**config.mk**
```make
export PLATFORM = sky130hd
export DESIGN_NAME = pipelined_param_adder_flat
export DESIGN_NICKNAME = d
export VERILOG_FILES = /design/src/rtl/pipelined_param_adder_pkg.sv /design/src/rtl/pipelined_param_adder_if.sv /design/src/rtl/pipelined_param_adder_stage.sv /design/src/rtl/pipelined_param_adder.sv /design/src/flat_wrapper.sv
export SDC_FILE = /design/constraint.sdc
export NUM_CORES = 1
export LEC_CHECK = 0
export ABC_CLOCK_PERIOD_IN_PS = 13650
export CORE_ASPECT_RATIO = 0.75
export CORE_UTILIZATION = 40
export CTS_CLUSTER_SIZE = 12
export DETAILED_ROUTE_END_ITERATION = 16
export GPL_ROUTABILITY_DRIVEN = 0
export PLACE_DENSITY = 0.65
export SLEW_MARGIN = 40
export SYNTH_ARGS = -nofsm -noshare
export SYNTH_HDL_FRONTEND = slang
export SYNTH_SLANG_ARGS = --single-unit
```
**constraint.sdc**
```tcl
create_clock -name clk -period 13.65 [get_ports clk]
set_clock_uncertainty 0.1 [all_clocks]
set_input_delay 2.73 -clock clk [delete_from_list [all_inputs] [get_ports clk]]
set_output_delay 2.73 -clock clk [all_outputs]
set_load 0.005 [all_outputs]
```
**src/rtl/pipelined_param_adder_pkg.sv**
```systemverilog
// Shared definitions for the pipelined add/subtract unit: operation encoding,
// configuration helpers and the full-adder cell used by every carry chunk.
package pipelined_param_adder_pkg;

    typedef enum logic {
        OP_ADD = 1'b0,
        OP_SUB = 1'b1
    } op_e;

    function automatic int unsigned chunk_width(input int unsigned width, input int unsigned stages);
        return (stages == 0) ? width : width / stages;
    endfunction

    function automatic bit cfg_legal(input int unsigned width, input int unsigned stages);
        return (width >= 2) && (stages >= 1) && (stages <= width) && ((width % stages) == 0);
    endfunction

    // Full-adder cell: returns {carry, sum}.
    function automatic logic [1:0] fa(input logic a, input logic b, input logic c);
        return {(a & b) | (a & c) | (b & c), a ^ b ^ c};
    endfunction

endpackage

```
**src/rtl/pipelined_param_adder_if.sv**
```systemverilog
// Operand/result handshake bundle of the pipelined add/subtract unit.
interface pipelined_param_adder_if #(
    parameter int unsigned WIDTH = 32
);
    logic             in_valid;
    logic             in_ready;
    logic [WIDTH-1:0] x;
    logic [WIDTH-1:0] y;
    logic             ci;
    logic             sub;
    logic             out_valid;
    logic             out_ready;
    logic [WIDTH-1:0] s;
    logic             cout;
    logic             ovf;

    modport master (
        output in_valid, x, y, ci, sub, out_ready,
        input  in_ready, out_valid, s, cout, ovf
    );

    modport slave (
        input  in_valid, x, y, ci, sub, out_ready,
        output in_ready, out_valid, s, cout, ovf
    );
endinterface

```
**src/rtl/pipelined_param_adder_stage.sv**
```systemverilog
// One pipeline stage: resolves carry chunk IDX with a CHUNK-bit ripple chain and
// registers the partial sum, pending operands, chunk carry and valid bit.
module adder_pipe_stage
    import pipelined_param_adder_pkg::*;
#(
    parameter int unsigned WIDTH = 32,
    parameter int unsigned CHUNK = 8,
    parameter int unsigned IDX   = 0
) (
    input  logic             clk,
    input  logic             rst,
    input  logic             i_valid,
    output logic             o_ready,
    input  logic [WIDTH-1:0] i_x,
    input  logic [WIDTH-1:0] i_yy,
    input  logic [WIDTH-1:0] i_sum,
    input  logic             i_c,
    output logic             o_valid,
    input  logic             i_ready,
    output logic [WIDTH-1:0] o_x,
    output logic [WIDTH-1:0] o_yy,
    output logic [WIDTH-1:0] o_sum,
    output logic             o_c,
    output logic             o_cmsb
);
    localparam int unsigned LO = IDX * CHUNK;

    logic [CHUNK-1:0] w_a;
    logic [CHUNK-1:0] w_b;
    logic [CHUNK-1:0] w_s;
    logic [CHUNK:0]   w_c;
    logic [WIDTH-1:0] w_sum_n;

    logic             r_valid;
    logic [WIDTH-1:0] r_x;
    logic [WIDTH-1:0] r_yy;
    logic [WIDTH-1:0] r_sum;
    logic             r_c;
    logic             r_cmsb;

    assign w_a = i_x[LO +: CHUNK];
    assign w_b = i_yy[LO +: CHUNK];

    always_comb begin
        w_c     = '0;
        w_s     = '0;
        w_c[0]  = i_c;
        for (int unsigned i = 0; i < CHUNK; i++) begin
            {w_c[i+1], w_s[i]} = fa(w_a[i], w_b[i], w_c[i]);
        end
        w_sum_n              = i_sum;
        w_sum_n[LO +: CHUNK] = w_s;
    end

    assign o_ready = !r_valid || i_ready;

    // Bubble stages keep stale data; only the valid bit is cleared.
    always_ff @(posedge clk or posedge rst) begin
        if (rst) begin
            r_valid <= 1'b0;
            r_x     <= '0;
            r_yy    <= '0;
            r_sum   <= '0;
            r_c     <= 1'b0;
            r_cmsb  <= 1'b0;
        end else if (o_ready) begin
            r_valid <= i_valid;
            if (i_valid) begin
                r_x    <= i_x;
                r_yy   <= i_yy;
                r_sum  <= w_sum_n;
                r_c    <= w_c[CHUNK];
                r_cmsb <= w_c[CHUNK-1];
            end
        end
    end

    assign o_valid = r_valid;
    assign o_x     = r_x;
    assign o_yy    = r_yy;
    assign o_sum   = r_sum;
    assign o_c     = r_c;
    assign o_cmsb  = r_cmsb;

endmodule

```
**src/rtl/pipelined_param_adder.sv**
```systemverilog
// Pipelined add/subtract unit: WIDTH bits resolved in STAGES registered carry
// chunks with valid/ready flow control and carry/signed-overflow flags.
module pipelined_param_adder
    import pipelined_param_adder_pkg::*;
#(
    parameter int unsigned WIDTH  = 32,
    parameter int unsigned STAGES = 4
) (
    input  logic                  clk,
    input  logic                  rst,
    pipelined_param_adder_if.slave bus
);
    localparam int unsigned CHUNK = chunk_width(WIDTH, STAGES);

    if (!cfg_legal(WIDTH, STAGES)) begin : g_bad_cfg
        $error("pipelined_param_adder: illegal WIDTH=%0d STAGES=%0d", WIDTH, STAGES);
    end

    logic [STAGES:0]  w_valid;
    logic [STAGES:0]  w_rdy;
    logic [STAGES:0]  w_c;
    logic [STAGES:0]  w_cmsb;
    logic [WIDTH-1:0] w_x   [STAGES+1];
    logic [WIDTH-1:0] w_yy  [STAGES+1];
    logic [WIDTH-1:0] w_sum [STAGES+1];
    logic             w_unused;

    assign w_valid[0] = bus.in_valid;
    assign w_x[0]     = bus.x;
    assign w_yy[0]    = (bus.sub == OP_SUB) ? ~bus.y : bus.y;
    assign w_c[0]     = bus.ci ^ bus.sub;
    assign w_sum[0]   = '0;
    assign w_cmsb[0]  = 1'b0;

    assign w_rdy[STAGES] = bus.out_ready;
    assign bus.in_ready  = w_rdy[0];

    for (genvar k = 0; k < STAGES; k++) begin : g_stage
        adder_pipe_stage #(
            .WIDTH (WIDTH),
            .CHUNK (CHUNK),
            .IDX   (k)
        ) u_stage (
            .clk     (clk),
            .rst     (rst),
            .i_valid (w_valid[k]),
            .o_ready (w_rdy[k]),
            .i_x     (w_x[k]),
            .i_yy    (w_yy[k]),
            .i_sum   (w_sum[k]),
            .i_c     (w_c[k]),
            .o_valid (w_valid[k+1]),
            .i_ready (w_rdy[k+1]),
            .o_x     (w_x[k+1]),
            .o_yy    (w_yy[k+1]),
            .o_sum   (w_sum[k+1]),
            .o_c     (w_c[k+1]),
            .o_cmsb  (w_cmsb[k+1])
        );
    end

    assign bus.out_valid = w_valid[STAGES];
    assign bus.s         = w_sum[STAGES];
    assign bus.cout      = w_c[STAGES];
    assign bus.ovf       = w_cmsb[STAGES] ^ w_c[STAGES];

    // Operands leaving the last stage and intermediate MSB carries have no consumer.
    assign w_unused = ^{w_x[STAGES], w_yy[STAGES], w_cmsb};

endmodule

```
**src/flat_wrapper.sv**
```systemverilog
// flat-port wrapper written by rule: the top's interface ports become plain ports
module pipelined_param_adder_flat import pipelined_param_adder_pkg::*;
#(
    parameter int unsigned WIDTH  = 32,
    parameter int unsigned STAGES = 4
)
  (clk, rst, bus_in_valid, bus_x, bus_y, bus_ci, bus_sub, bus_out_ready, bus_in_ready, bus_out_valid, bus_s, bus_cout, bus_ovf);
  pipelined_param_adder_if #(.WIDTH(WIDTH)) bus_i ();
  input  logic clk;
  input  logic rst;
  input wire logic [$bits(bus_i.in_valid)-1:0] bus_in_valid;
  input wire logic [$bits(bus_i.x)-1:0] bus_x;
  input wire logic [$bits(bus_i.y)-1:0] bus_y;
  input wire logic [$bits(bus_i.ci)-1:0] bus_ci;
  input wire logic [$bits(bus_i.sub)-1:0] bus_sub;
  input wire logic [$bits(bus_i.out_ready)-1:0] bus_out_ready;
  output wire logic [$bits(bus_i.in_ready)-1:0] bus_in_ready;
  output wire logic [$bits(bus_i.out_valid)-1:0] bus_out_valid;
  output wire logic [$bits(bus_i.s)-1:0] bus_s;
  output wire logic [$bits(bus_i.cout)-1:0] bus_cout;
  output wire logic [$bits(bus_i.ovf)-1:0] bus_ovf;
  assign bus_i.in_valid = bus_in_valid;
  assign bus_i.x = bus_x;
  assign bus_i.y = bus_y;
  assign bus_i.ci = bus_ci;
  assign bus_i.sub = bus_sub;
  assign bus_i.out_ready = bus_out_ready;
  assign bus_in_ready = bus_i.in_ready;
  assign bus_out_valid = bus_i.out_valid;
  assign bus_s = bus_i.s;
  assign bus_cout = bus_i.cout;
  assign bus_ovf = bus_i.ovf;
  pipelined_param_adder #(.WIDTH(WIDTH), .STAGES(STAGES)) u_core (.clk(clk), .rst(rst), .bus(bus_i));
endmodule
```
Yosys cells after proc, flatten, opt, wreduce, memory -nomap -nowiden --
Cells that the tools add are included.
Cells by class: add/sub/neg operators 0, $mul 0, divide/modulo/power cells 0, order comparisons 0, equal/unequal tests 0, shifts and indexed selects 0, multiplexer cells 1, bitwise gates (word level) 227, reduce and logical (&&, ||, !) cells 12
Operator list (count):
- 1-bit AND | 96
- 1-bit XOR | 66
- 1-bit OR | 64
- 32-bit two-way mux | 1
- 32-bit inverter | 1
- 2-bit AND reduction | 4
- 1-bit zero test | 4
- 1-bit logical OR | 4
Word-level totals: register bits after elaboration 281, bits in latches 0, memory bits (writable) 0, ROM bits 0, bits of input ports 70, output and inout port bits 36, memories 0

Longest topological paths before layout --
depth in word-level cells 26, gate-level depth with buffers 14, depth with buffers taken out 12

Cells and area by module --
A second synthesis with hierarchy kept.
Second synthesis, totals: cells, all modules 958, area, all modules 16458.3 um^2
Modules (own cells, without submodules):
- adder_pipe_stage at u_core.g_stage[0].u_stage ... | times used 3, cells each 230, area an instance 4032.6 um^2, sequential area each 2477.4 um^2
- adder_pipe_stage at u_core.g_stage[3].u_stage | times used 1, cells each 229, area an instance 3987.6 um^2, sequential area each 2477.4 um^2
- pipelined_param_adder | times used 1, cells each 39, area an instance 372.9 um^2, sequential area each 0.0 um^2

Worst setup path after synthesis --
No wires, ideal clock.
path type input-to-reg, start point in bus_sub, end point reg u_core.g_stage[0].u_stage.r_sum[7], library setup time 0.125 ns, data arrival time 6.618 ns, slack 6.807 ns, stages on the path 14, cell sequence clkbuf_1 -> buf_2 -> xor2_1 -> fa_1 -> inv_1 -> fa_1 -> fa_1 -> fa_1 -> fa_1 -> fa_1 -> fa_1 -> inv_1 -> fa_1 -> mux2_2
On the way: cells in the longest elaborated chain, start to end 23, elaborated cells between the ends (all ways) 39
Ends and longest elaborated chain:
- start: declaration | RTL line flat_wrapper.sv:15 | input wire logic [$bits(bus_i.sub)-1:0] bus_sub;
- 32-bit two-way mux / 1-bit XOR (equally long branches) | RTL line pipelined_param_adder.sv:30, pipelined_param_adder.sv:31
- 1-bit AND | RTL line pipelined_param_adder_pkg.sv:20 | return {(a & b) | (a & c) | (b & c), a ^ b ^ c};
- 1-bit OR (2 in a row) | RTL line pipelined_param_adder_pkg.sv:20
- 1-bit AND | RTL line pipelined_param_adder_pkg.sv:20
- 1-bit OR (2 in a row) | RTL line pipelined_param_adder_pkg.sv:20
- 1-bit AND | RTL line pipelined_param_adder_pkg.sv:20
- 1-bit OR (2 in a row) | RTL line pipelined_param_adder_pkg.sv:20
- 1-bit AND | RTL line pipelined_param_adder_pkg.sv:20
- 1-bit OR (2 in a row) | RTL line pipelined_param_adder_pkg.sv:20
- 1-bit AND | RTL line pipelined_param_adder_pkg.sv:20
- 1-bit OR (2 in a row) | RTL line pipelined_param_adder_pkg.sv:20
- 1-bit AND | RTL line pipelined_param_adder_pkg.sv:20
- 1-bit OR (2 in a row) | RTL line pipelined_param_adder_pkg.sv:20
- 1-bit AND | RTL line pipelined_param_adder_pkg.sv:20
- 1-bit OR (2 in a row) | RTL line pipelined_param_adder_pkg.sv:20
- 1-bit XOR (*) | RTL line pipelined_param_adder_pkg.sv:20
- named net u_core.g_stage[0].u_stage.w_s[7] | RTL line pipelined_param_adder_stage.sv:30 | logic [CHUNK-1:0] w_s;
- end signal: assignment | RTL line pipelined_param_adder_stage.sv:71 | r_sum <= w_sum_n;
- end: declaration | RTL line pipelined_param_adder_stage.sv:37 | logic [WIDTH-1:0] r_sum;
Mark *: on every way through the listed nets, which the timed path passes. The rest lies on a longest branch. A chain may end at the register's enable or synchronous reset.

Worst setup path in the final report --
start point in bus_out_ready, end point out bus_in_ready
On the way: cells in the longest elaborated chain, start to end 4
Ends and longest elaborated chain:
- start: declaration | RTL line flat_wrapper.sv:16 | input wire logic [$bits(bus_i.out_ready)-1:0] bus_out_ready;
- 1-bit logical OR (4 in a row) | RTL line pipelined_param_adder_stage.sv:55 | assign o_ready = !r_valid || i_ready;
- end: declaration | RTL line flat_wrapper.sv:17 | output wire logic [$bits(bus_i.in_ready)-1:0] bus_in_ready;
No other way between the ends.

==> impl_metrics.tcl <==
set metrics [dict create \
    diodes 0 \
    clock_path_buffers 2 \
    die_x_um 165.6 \
    dieArea_um2 20660 \
    grt_antenna_before_repair 0 \
    drive_gt1_frac 0.3097 \
    rsz0062_at_grt "no" \
    synthesis.nets 621 \
    wl_um 14810 \
    cts.sinks 185 \
    cp.arrival_ns 4.31 \
    endpoint_kind "output pin" \
    yosysSeqAreaShare 0.5762 \
    finalSetupViolations 0 \
    synth.largest_area_cell "dfrtp_1" \
    worstMarginPinSlew_ns 0.7081 \
    io_pins 106 \
    synthesis.area_um2 8034 \
    grt_first_pass_wirelength_um 24930 \
    detail_route.wl_per_cell_um 16.66 \
    ys_types 21 \
    synth_most_common_cell "dfrtp_1" \
    clock_latency_ns 0.42 \
    drt_first_pass_iters 10 \
    drc 14 \
    worstSetupPathType "primary input to output pin" \
    netlist_top_cells_area "dfrtp_1 (58%), mux2_2 (19%), fa_1 (8.0%)" \
    via_per_inst 4.763 \
    netlist_instances 519 \
    grt_max_degree 108 \
    maxCapViolations 0 \
    ir_worst_vdd_mv 0.06436 \
    relSlewSlack 0.5279 \
    design_area_um2 9925 \
    core_um2 19490 \
    drt-initial-drc-count 179 \
    grtUsageTotal 0.1577 \
    core.rowCount 44 \
    maxSlewViolCount 0 \
    fin_nets 728 \
    period_needed_ns 7.142 \
    numPortBuffers 105 \
    max_freq_mhz 140.0 \
    violations "design-rule violations" \
    vias 4234 \
    synth.top_cell.area_share 0.5762 \
    start_util 0.4122 \
    ys_warn_count 0 \
    cellPowerDensity_nw_per_um2 193.0 \
    power.leakage_nw 4.332 \
    cts_setup_buffers 0 \
    async_flop_share 1.000 \
    fin_hold_ws_ns 0.4009 \
    synthFlopType "dfrtp_1" \
    cts_buffers 17 \
    cts_resized 0 \
    clkSlewWorstSetupHoldPaths_ns 0.06 \
    dp_hpwl_um 9836 \
    hold_buffers 0 \
    ant_nets 0 \
    grt_pass1_vias 4635 \
    dpl-instance-area_um2 9351 \
    start_kind "primary input" \
    hold_path.class "register to register" \
    fin_crit_sh 0.5232 \
    areaGrowthSynthToFinish_pct 23.53 \
    path_max_fanout 10 \
    grt_overflow_total 0 \
    cts_tree "done" \
    die-height_um 124.7 \
    worst_slack_ns 6.508 \
    worstPathRequired_ns 10.82 \
    avgSynthCellArea_um2 15.48 \
    root_buffer "clkbuf_16" \
    fin_total_pwr_mw 1.916 \
    place_ws_ns 6.479 \
    h-tree-depth 4 \
    tns_ns 0 \
    status "finished with violations" \
    synth-edff-count 0 \
    ys_ff_latch 185 \
    synthTopCellsByCount "dfrtp_1 (185), mux2_2 (136), inv_1 (41)" \
    hold_violations 0 \
]
==> flip-flops by register name (all words and copies together) (netlist names) <==
signal	cells
u_core.g_stage.u_stage.o_sum	80
u_core.g_stage.u_stage.o_c	4
u_core.g_stage.u_stage.o_cmsb	1
u_core.g_stage.u_stage.o_yy	48
u_core.g_stage.u_stage.o_valid	4
u_core.g_stage.u_stage.o_x	48
==> final timing paths <==
kind / end / slack [ns] / from / cells after the start
min: u_core.g_stage[2].u_stage.o_sum[8] / 0.40 / u_core.g_stage[2].u_stage.o_sum[8] / 1
max reg2reg: u_core.g_stage[1].u_stage.o_sum[15] / 9.24 / u_core.g_stage[0].u_stage.o_c / 12
min reg2reg: u_core.g_stage[2].u_stage.o_sum[8] / 0.40 / u_core.g_stage[2].u_stage.o_sum[8] / 1
min in group asynchronous: u_core.g_stage[0].u_stage.o_x[27] / 2.66 / rst / 2
max in group asynchronous: u_core.g_stage[0].u_stage.o_x[25] / 9.65 / rst / 3
max: bus_in_ready / 6.51 / bus_out_ready / 4
==> layout by cell type (no fill, tap or decap), types with 13 or more instances in the layout <==
cell type / netlist / layout
dfrtp_1: 185 / 185
mux2_2: 136 / 136
clkdlybuf4s50_1: 0 / 104
inv_1: 41 / 40
fa_1: 32 / 32
xor2_1: 26 / 26
mux2_4: 22 / 22
clkbuf_16: 0 / 17
o21ai_0: 16 / 16
mux2i_1: 13 / 13
==> per-layer routing <==
metal  part of all wire  vias up  track usage
met1               0.51     2203       0.2269
met2               0.45       75       0.2318
met3              0.039       10      0.04449
met5                  0        -            0
met4              0.010        0      0.04618
li1                   -     1946            -
==> power by group <==
| group | leakage, nW | switching, mW | total [mW] | internal, mW |
|---|---|---|---|---|
| combinational | 1.89 | 0.213 | 0.568 | 0.355 |
| sequential | 2.17 | 0.113 | 0.865 | 0.752 |
| clock | 0.274 | 0.201 | 0.483 | 0.282 |
==> cell type report <==
| type | count | area [um^2] |
|---|---|---|
| timing repair buffer | 111 | 1110 |
| tap | 253 | 316.6 |
| inverter | 41 | 166.4 |
| clock buffer | 22 | 474.2 |
| fill | 1640 | 9564 |
| sequential | 185 | 4629 |
| multi-input combinational | 270 | 3134 |
| clock inverter | 7 | 93.84 |
==> kinds of logic after synthesis <==
kind of cell               share of synthesized area
DFF                                           0.5762
muxes                                         0.2479
AOI/OAI and AO/OA                            0.01386
and+or+nand+nor                             0.008411
buffers and inverters                        0.03675
xor gates and xnor gates                     0.03707
adders and majority gates                    0.07974
==> worst max-delay path: stages <==
cell             delay, ns
clkdlybuf4s50_1       0.44
and4b_1               0.52
nand2_1               0.15
clkdlybuf4s50_1       0.47
==> through the flow <==
step,instances,util
after floorplan,519,-
after detailed placement,860,0.4798
final,889,0.5092
after CTS,889,0.5090
after global routing,889,0.5092
after global placement,858,0.4776
Note: power is estimated with default switching activity, not from simulation.
